**config.mk**
```make
export PLATFORM = sky130hd
export DESIGN_NAME = i2c_slave_phy_flat
export DESIGN_NICKNAME = d
export VERILOG_FILES = /design/src/rtl/i2c_slave_pkg.sv /design/src/rtl/i2c_slave_phy_if.sv /design/src/rtl/i2c_sync_edge.sv /design/src/rtl/i2c_slave_phy.sv /design/src/flat_wrapper.sv
export SDC_FILE = /design/constraint.sdc
export NUM_CORES = 1
export LEC_CHECK = 0
export CAP_MARGIN = 20
export CORE_UTILIZATION = 40
export CTS_CLUSTER_DIAMETER = 150
export DETAILED_ROUTE_END_ITERATION = 6
export PLACE_DENSITY_LB_ADDON = 0.15
export SYNTH_ARGS = -nofsm -noshare
export SYNTH_HDL_FRONTEND = slang
export SYNTH_HIERARCHICAL = 1
export SYNTH_SLANG_ARGS = --single-unit
```
**constraint.sdc**
```tcl
create_clock -name clk -period 6.6 [get_ports clk]
set_input_delay 1.65 -clock clk [delete_from_list [all_inputs] [get_ports clk]]
set_output_delay 1.65 -clock clk [all_outputs]
set_load 0.01 [all_outputs]
```
**src/rtl/i2c_slave_pkg.sv**
```systemverilog
// i2c_slave_pkg: shared widths and FSM state type for the I2C slave front end
package i2c_slave_pkg;
  localparam int I2C_ADDR_W = 7;
  localparam int I2C_BYTE_W = 8;
  typedef enum logic [2:0] {
    IDLE     = 3'd0,
    ADDR     = 3'd1,
    ADDR_ACK = 3'd2,
    WR_DATA  = 3'd3,
    WR_ACK   = 3'd4,
    RD_DATA  = 3'd5,
    RD_ACK   = 3'd6,
    IGNORE   = 3'd7
  } i2c_slave_state_t;
endpackage

```
**src/rtl/i2c_slave_phy_if.sv**
```systemverilog
// i2c_slave_phy_if: bus lines plus byte-stream handshake between PHY and back end
interface i2c_slave_phy_if;
  import i2c_slave_pkg::*;
  logic                  scl_i;
  logic                  sda_i;
  logic                  sda_o;
  logic [I2C_BYTE_W-1:0] rx_data;
  logic                  rx_valid;
  logic                  rx_ready;
  logic [I2C_BYTE_W-1:0] tx_data;
  logic                  tx_req;
  logic                  start_det;
  logic                  stop_det;
  logic                  busy;
  logic                  rwn;
  modport slave (
    input  scl_i, sda_i, rx_ready, tx_data,
    output sda_o, rx_data, rx_valid, tx_req, start_det, stop_det, busy, rwn
  );
  modport master (
    output scl_i, sda_i, rx_ready, tx_data,
    input  sda_o, rx_data, rx_valid, tx_req, start_det, stop_det, busy, rwn
  );
endinterface

```
**src/rtl/i2c_sync_edge.sv**
```systemverilog
// i2c_sync_edge: multi-flop synchroniser with single-cycle rise/fall pulses
module i2c_sync_edge #(
  parameter int   SYNC_STAGES = 2,
  parameter logic RESET_VAL   = 1'b1
) (
  input  logic clk,
  input  logic rst_n,
  input  logic d_i,
  output logic level_o,
  output logic rise_o,
  output logic fall_o
);
  logic [SYNC_STAGES-1:0] sync_q;
  logic                   prev_q;
  // shift the pin through the synchroniser and keep one extra flop for edge detection
  always_ff @(posedge clk or negedge rst_n) begin
    if (!rst_n) begin
      sync_q <= {SYNC_STAGES{RESET_VAL}};
      prev_q <= RESET_VAL;
    end else begin
      sync_q <= {sync_q[SYNC_STAGES-2:0], d_i};
      prev_q <= sync_q[SYNC_STAGES-1];
    end
  end
  assign level_o = sync_q[SYNC_STAGES-1];
  assign rise_o  = level_o & ~prev_q;
  assign fall_o  = ~level_o & prev_q;
endmodule

```
**src/rtl/i2c_slave_phy.sv**
```systemverilog
// i2c_slave_phy: I2C slave bit/byte engine with START/STOP detect, address match and ACK drive
module i2c_slave_phy import i2c_slave_pkg::*; #(
  parameter logic [I2C_ADDR_W-1:0] SLAVE_ADDR  = 7'h42,
  parameter int                    SYNC_STAGES = 2
) (
  input logic            clk,
  input logic            rst_n,
  i2c_slave_phy_if.slave bus
);
  logic scl_s, scl_rise, scl_fall, sda_s, sda_rise, sda_fall;
  i2c_sync_edge #(.SYNC_STAGES(SYNC_STAGES), .RESET_VAL(1'b1)) u_scl (
    .clk(clk), .rst_n(rst_n), .d_i(bus.scl_i), .level_o(scl_s), .rise_o(scl_rise), .fall_o(scl_fall)
  );
  i2c_sync_edge #(.SYNC_STAGES(SYNC_STAGES), .RESET_VAL(1'b1)) u_sda (
    .clk(clk), .rst_n(rst_n), .d_i(bus.sda_i), .level_o(sda_s), .rise_o(sda_rise), .fall_o(sda_fall)
  );
  i2c_slave_state_t      state_q, state_d;
  logic [2:0]            cnt_q, cnt_d;
  logic [I2C_BYTE_W-1:0] sh_q, sh_d, rx_data_q, rx_data_d;
  logic arm_q, arm_d, sda_o_q, sda_o_d, rx_valid_q, rx_valid_d, tx_req_q, tx_req_d;
  logic start_q, start_d, stop_q, stop_d, busy_q, busy_d, rwn_q, rwn_d, rdy_q, rdy_d;
  logic start, stop, last, match;
  assign start = sda_fall & scl_s;
  assign stop  = sda_rise & scl_s;
  assign last  = cnt_q == 3'd7;
  assign match = sh_q[7:1] == SLAVE_ADDR;
  // next-state logic: bus conditions first, then per-state bit handling on SCL edges
  always_comb begin
    state_d    = state_q;
    cnt_d      = cnt_q;
    sh_d       = sh_q;
    arm_d      = arm_q;
    sda_o_d    = sda_o_q;
    rx_data_d  = rx_data_q;
    rx_valid_d = 1'b0;
    tx_req_d   = 1'b0;
    start_d    = 1'b0;
    stop_d     = 1'b0;
    busy_d     = busy_q;
    rwn_d      = rwn_q;
    rdy_d      = rdy_q;
    if (start) begin
      state_d = ADDR;
      cnt_d   = 3'd0;
      arm_d   = 1'b0;
      sda_o_d = 1'b1;
      start_d = 1'b1;
    end else if (stop) begin
      state_d = IDLE;
      sda_o_d = 1'b1;
      stop_d  = 1'b1;
      busy_d  = 1'b0;
    end else begin
      case (state_q)
        ADDR: begin
          if (scl_rise) begin
            sh_d  = {sh_q[6:0], sda_s};
            arm_d = 1'b1;
          end
          if (scl_fall && arm_q) begin
            cnt_d = cnt_q + 3'd1;
            if (last) begin
              state_d = match ? ADDR_ACK : IGNORE;
              sda_o_d = ~match;
              rwn_d   = match ? sh_q[0] : rwn_q;
            end
          end
        end
        ADDR_ACK: begin
          tx_req_d = scl_rise & rwn_q;
          if (scl_fall) begin
            busy_d  = 1'b1;
            state_d = rwn_q ? RD_DATA : WR_DATA;
            sh_d    = rwn_q ? bus.tx_data : sh_q;
            sda_o_d = rwn_q ? bus.tx_data[7] : 1'b1;
          end
        end
        WR_DATA: begin
          if (scl_rise) begin
            sh_d = {sh_q[6:0], sda_s};
            if (last) begin
              rdy_d      = bus.rx_ready;
              rx_valid_d = bus.rx_ready;
              rx_data_d  = bus.rx_ready ? {sh_q[6:0], sda_s} : rx_data_q;
            end
          end
          if (scl_fall) begin
            cnt_d   = cnt_q + 3'd1;
            state_d = last ? WR_ACK : WR_DATA;
            sda_o_d = last ? ~rdy_q : sda_o_q;
          end
        end
        WR_ACK: begin
          if (scl_fall) begin
            state_d = WR_DATA;
            sda_o_d = 1'b1;
          end
        end
        RD_DATA: begin
          if (scl_fall) begin
            cnt_d   = cnt_q + 3'd1;
            sh_d    = {sh_q[6:0], 1'b0};
            state_d = last ? RD_ACK : RD_DATA;
            sda_o_d = last ? 1'b1 : sh_q[6];
          end
        end
        RD_ACK: begin
          if (scl_rise) begin
            tx_req_d = ~sda_s;
            state_d  = sda_s ? IGNORE : RD_ACK;
            busy_d   = ~sda_s & busy_q;
          end
          if (scl_fall) begin
            state_d = RD_DATA;
            sh_d    = bus.tx_data;
            sda_o_d = bus.tx_data[7];
          end
        end
        default: ;
      endcase
    end
  end
  // state and output registers; SDA released and pulses cleared on reset
  always_ff @(posedge clk or negedge rst_n) begin
    if (!rst_n) begin
      state_q    <= IDLE;
      cnt_q      <= 3'd0;
      sh_q       <= '0;
      arm_q      <= 1'b0;
      sda_o_q    <= 1'b1;
      rx_data_q  <= '0;
      rx_valid_q <= 1'b0;
      tx_req_q   <= 1'b0;
      start_q    <= 1'b0;
      stop_q     <= 1'b0;
      busy_q     <= 1'b0;
      rwn_q      <= 1'b0;
      rdy_q      <= 1'b0;
    end else begin
      state_q    <= state_d;
      cnt_q      <= cnt_d;
      sh_q       <= sh_d;
      arm_q      <= arm_d;
      sda_o_q    <= sda_o_d;
      rx_data_q  <= rx_data_d;
      rx_valid_q <= rx_valid_d;
      tx_req_q   <= tx_req_d;
      start_q    <= start_d;
      stop_q     <= stop_d;
      busy_q     <= busy_d;
      rwn_q      <= rwn_d;
      rdy_q      <= rdy_d;
    end
  end
  assign bus.sda_o     = sda_o_q;
  assign bus.rx_data   = rx_data_q;
  assign bus.rx_valid  = rx_valid_q;
  assign bus.tx_req    = tx_req_q;
  assign bus.start_det = start_q;
  assign bus.stop_det  = stop_q;
  assign bus.busy      = busy_q;
  assign bus.rwn       = rwn_q;
endmodule

```
**src/flat_wrapper.sv**
```systemverilog
// flat-port wrapper written by rule: the top's interface ports become plain ports
module i2c_slave_phy_flat import i2c_slave_pkg::*;
#(
  parameter logic [I2C_ADDR_W-1:0] SLAVE_ADDR  = 7'h42,
  parameter int                    SYNC_STAGES = 2
)
  (clk, rst_n, bus_scl_i, bus_sda_i, bus_rx_ready, bus_tx_data, bus_sda_o, bus_rx_data, bus_rx_valid, bus_tx_req, bus_start_det, bus_stop_det, bus_busy, bus_rwn);
  i2c_slave_phy_if bus_i ();
  input logic clk;
  input logic rst_n;
  input wire logic [$bits(bus_i.scl_i)-1:0] bus_scl_i;
  input wire logic [$bits(bus_i.sda_i)-1:0] bus_sda_i;
  input wire logic [$bits(bus_i.rx_ready)-1:0] bus_rx_ready;
  input wire logic [$bits(bus_i.tx_data)-1:0] bus_tx_data;
  output wire logic [$bits(bus_i.sda_o)-1:0] bus_sda_o;
  output wire logic [$bits(bus_i.rx_data)-1:0] bus_rx_data;
  output wire logic [$bits(bus_i.rx_valid)-1:0] bus_rx_valid;
  output wire logic [$bits(bus_i.tx_req)-1:0] bus_tx_req;
  output wire logic [$bits(bus_i.start_det)-1:0] bus_start_det;
  output wire logic [$bits(bus_i.stop_det)-1:0] bus_stop_det;
  output wire logic [$bits(bus_i.busy)-1:0] bus_busy;
  output wire logic [$bits(bus_i.rwn)-1:0] bus_rwn;
  assign bus_i.scl_i = bus_scl_i;
  assign bus_i.sda_i = bus_sda_i;
  assign bus_i.rx_ready = bus_rx_ready;
  assign bus_i.tx_data = bus_tx_data;
  assign bus_sda_o = bus_i.sda_o;
  assign bus_rx_data = bus_i.rx_data;
  assign bus_rx_valid = bus_i.rx_valid;
  assign bus_tx_req = bus_i.tx_req;
  assign bus_start_det = bus_i.start_det;
  assign bus_stop_det = bus_i.stop_det;
  assign bus_busy = bus_i.busy;
  assign bus_rwn = bus_i.rwn;
  i2c_slave_phy #(.SLAVE_ADDR(SLAVE_ADDR), .SYNC_STAGES(SYNC_STAGES)) u_core (.clk(clk), .rst_n(rst_n), .bus(bus_i));
endmodule
```
==> qor.yml <==
gp_congestion: 0.8706
timing.rr.start: "u_core/u_sda/sync_q[1]"
wl_um: 3790
placementRows: 24
hold_path.class: "reg -> reg"
die_h_um: 70.02
clock.fmax_mhz: 333.7
startpoint: "u_core/bus.sda_o"
drt-pass1-iter-count: 4
synth_edf_count: 0
ys_ff_latch: 37
path_clk_slew_ns: 0.07
die_area_um2: 4902
path_cells: "clkdlybuf4s50_1"
critPathTopFamily: "flip-flops"
reg2reg_to: "u_core/bus.rx_data[1]"
grt_pass1_wl_um: 6665
antenna_found_initial: 0
layout-drive-gt1-share_pct: 23.40
cts.sinks: 37
pin_count: 28
htreeDepth: 2
setup_violations: 0
portBuffers: 27
dp_slack_ns: 3.493
area_growth_pct: 22.31
cts_hold_buf: 0
worstMarginPinSlew_ns: 0.7912
rsz0062_at_grt: "false"
cts_max_path_buffers: 2
synth_top_area_share_pct: 40.57
num_antenna_cells: 0
synth_area_leader_cell: "dfrtp_1"
vias: 1353
ys_warn_count: 6
ant_nets: 0
status: "finished, final reports clean"
grt_overflow: 0
ys_seq_area_share_pct: 50.51
synth_top_flop_cell: "dfrtp_1"
dp_hpwl_um: 2652
synth_cell_types: 43
drv_cap: 0
power_density_nw_per_um2: 295.4
crit_buf_inv: 1
netlist_instances: 161
crit_path_start_kind: "flop"
synth.top_cells.by_area: "dfrtp_1, mux2_2, dfstp_2, mux2i_1, ha_1"
synth_area_um2: 1851
die-width_um: 70.02
synth-async-reset-ratio_pct: 100.0
tns_ns: 0
netlist_top_cells_count: "dfrtp_1, mux2_2, nand2_1, nor2_1"
vias_per_cell: 5.638
max_slew_margin_pct: 47.25
post_cts_resized: 0
initial_core_util_pct: 41.92
slowest_delay_ns: 0.53
rrSetupSlack_ns: 3.94
cts_tree: "yes"
power.leakage_nw: 0.9921
power_mw: 0.6687
dr.first_iter.drc_count: 88
cts_setup_buffers: 0
wire_per_inst_um: 15.79
grt_pass1_vias: 1317
yosysMostFrequentCell: "dfrtp_1"
fin_skew_ns: 0.005971
syn_avg_cell_area_um2: 11.49
coreArea_um2: 4414
period_needed_ns: 2.996
syn-num-nets: 177
finalCritPeriodShare_pct: 45.40
crit_path_max_fanout: 2
end_kind: "output pin"
drc_errors: 0
ir_drop_uv: 110.0
finalHoldViolCount: 0
grt_max_degree: 38
numCtsBuffers: 5
slowest_stage: "dfstp_2"
worstPathRequired_ns: 4.95
num-nets-final: 203
grt_use_total_pct: 17.68
path_depth: 1
worstPathArrival_ns: 1.35
crit_end: "bus_sda_o"
path_class: "reg -> out"
clk_latency_ns: 0.29
ctsRootBufferMaster: "clkbuf_8"
final_max_slew_viol_count: 0
reg2reg_depth: 5
setup_slack_ns: 3.604
[layout make-up]
| cell class | instances | area, um^2 |
|---|---|---|
| Sequential cell | 37 | 934.6 |
| Multi-Input combinational cell | 110 | 859.6 |
| Timing Repair Buffer | 27 | 265.3 |
| Inverter | 6 | 22.52 |
| Tap cell | 52 | 65.06 |
| Clock inverter | 1 | 30.03 |
| Fill cell | 398 | 2151 |
| Clock buffer | 7 | 86.33 |
[power breakdown]
part	switching (mW)	internal, mW
sequential	0.0483	0.269
clock	0.0774	0.123
combinational	0.0660	0.0850
[cells in the final DEF, fill, tap and decap left out, types with 2 or more instances in the layout]
master            n
dfrtp_1          30
clkdlybuf4s50_1  26
mux2_2           24
nand2_1           9
nor2_1            9
a21oi_1           7
dfstp_2           7
clkbuf_8          6
inv_1             6
o21ai_0           5
nor2b_1           5
mux2i_1           4
and2b_2           3
and3_1            3
a31oi_1           3
o211ai_1          3
a211oi_1          3
ha_1              3
nor4b_1           2
or3_1             2
and4b_1           2
nand4_1           2
nand3_1           2
a32oi_1           2
[how the worst min path moves through the flow]
stage	from	endpoint	slack, ns	cells after the start
final	u_core/u_sda/sync_q[0]	u_core/u_sda/sync_q[1]	0.36	0
after detailed placement	u_core/u_sda/sync_q[0]	u_core/u_sda/sync_q[1]	0.35	0
after global placement	u_core/u_sda/sync_q[0]	u_core/u_sda/sync_q[1]	0.35	0
after CTS	u_core/u_sda/sync_q[0]	u_core/u_sda/sync_q[1]	0.36	0
after global routing	u_core/u_scl/sync_q[0]	u_core/u_scl/sync_q[1]	0.36	0
after floorplan	u_core/u_scl/sync_q[0]	u_core/u_scl/sync_q[1]	0.35	0
[state kept, by name, indices dropped and copies added, names as in the netlist]
register and flops:
u_core/bus.stop_det 1, u_core/bus.busy 1, u_core/bus.rwn 1, u_core/cnt_q 3
u_core/bus.sda_o 1, u_core/bus.start_det 1, u_core/bus.rx_valid 1, u_core/bus.rx_data 8
u_core/u_sda/sync_q 2, u_core/state_q 3, u_core/u_scl/sync_q 2, u_core/arm_q 1
u_core/rdy_q 1, u_core/sh_q 8, u_core/u_scl/prev_q 1, u_core/bus.tx_req 1
u_core/u_sda/prev_q 1
[cells by family (layout without fill, tap and decap cells)]
| family | count (synthesis) | count (layout) | synth area share [%] |
|---|---|---|---|
| xor gates and xnor gates | 1 | 1 | 0.4734 |
| buffers and inverters | 14 | 41 | 3.042 |
| adders and majority gates | 3 | 3 | 2.029 |
| muxes | 28 | 28 | 16.77 |
| and+or+nand+nor | 45 | 45 | 13.86 |
| AOI/OAI and AO/OA | 33 | 33 | 13.32 |
| DFF | 37 | 37 | 50.51 |
[metal layers]
metal	routed length (um)	vias to the layer above	track usage [%]	part of all wire [%]
met1	1787	669	24.53	47
li1	-	643	-	-
met4	87	0	9.333	2.3
met5	0	-	0	0
met3	138	9	4.618	3.6
met2	1776	32	25.32	47
[stage by stage]
step	hold WS [ns]	area (um^2)	utilization, %	instances
floorplan	0.3452	1851	-	161
global placement	0.3469	2147	48.64	232
detailed placement	0.3482	2147	48.64	232
CTS	0.3584	2263	51.28	240
global route	0.3594	2263	51.28	240
finish	0.3562	2263	51.28	240
(Power assumes the default switching activity.)
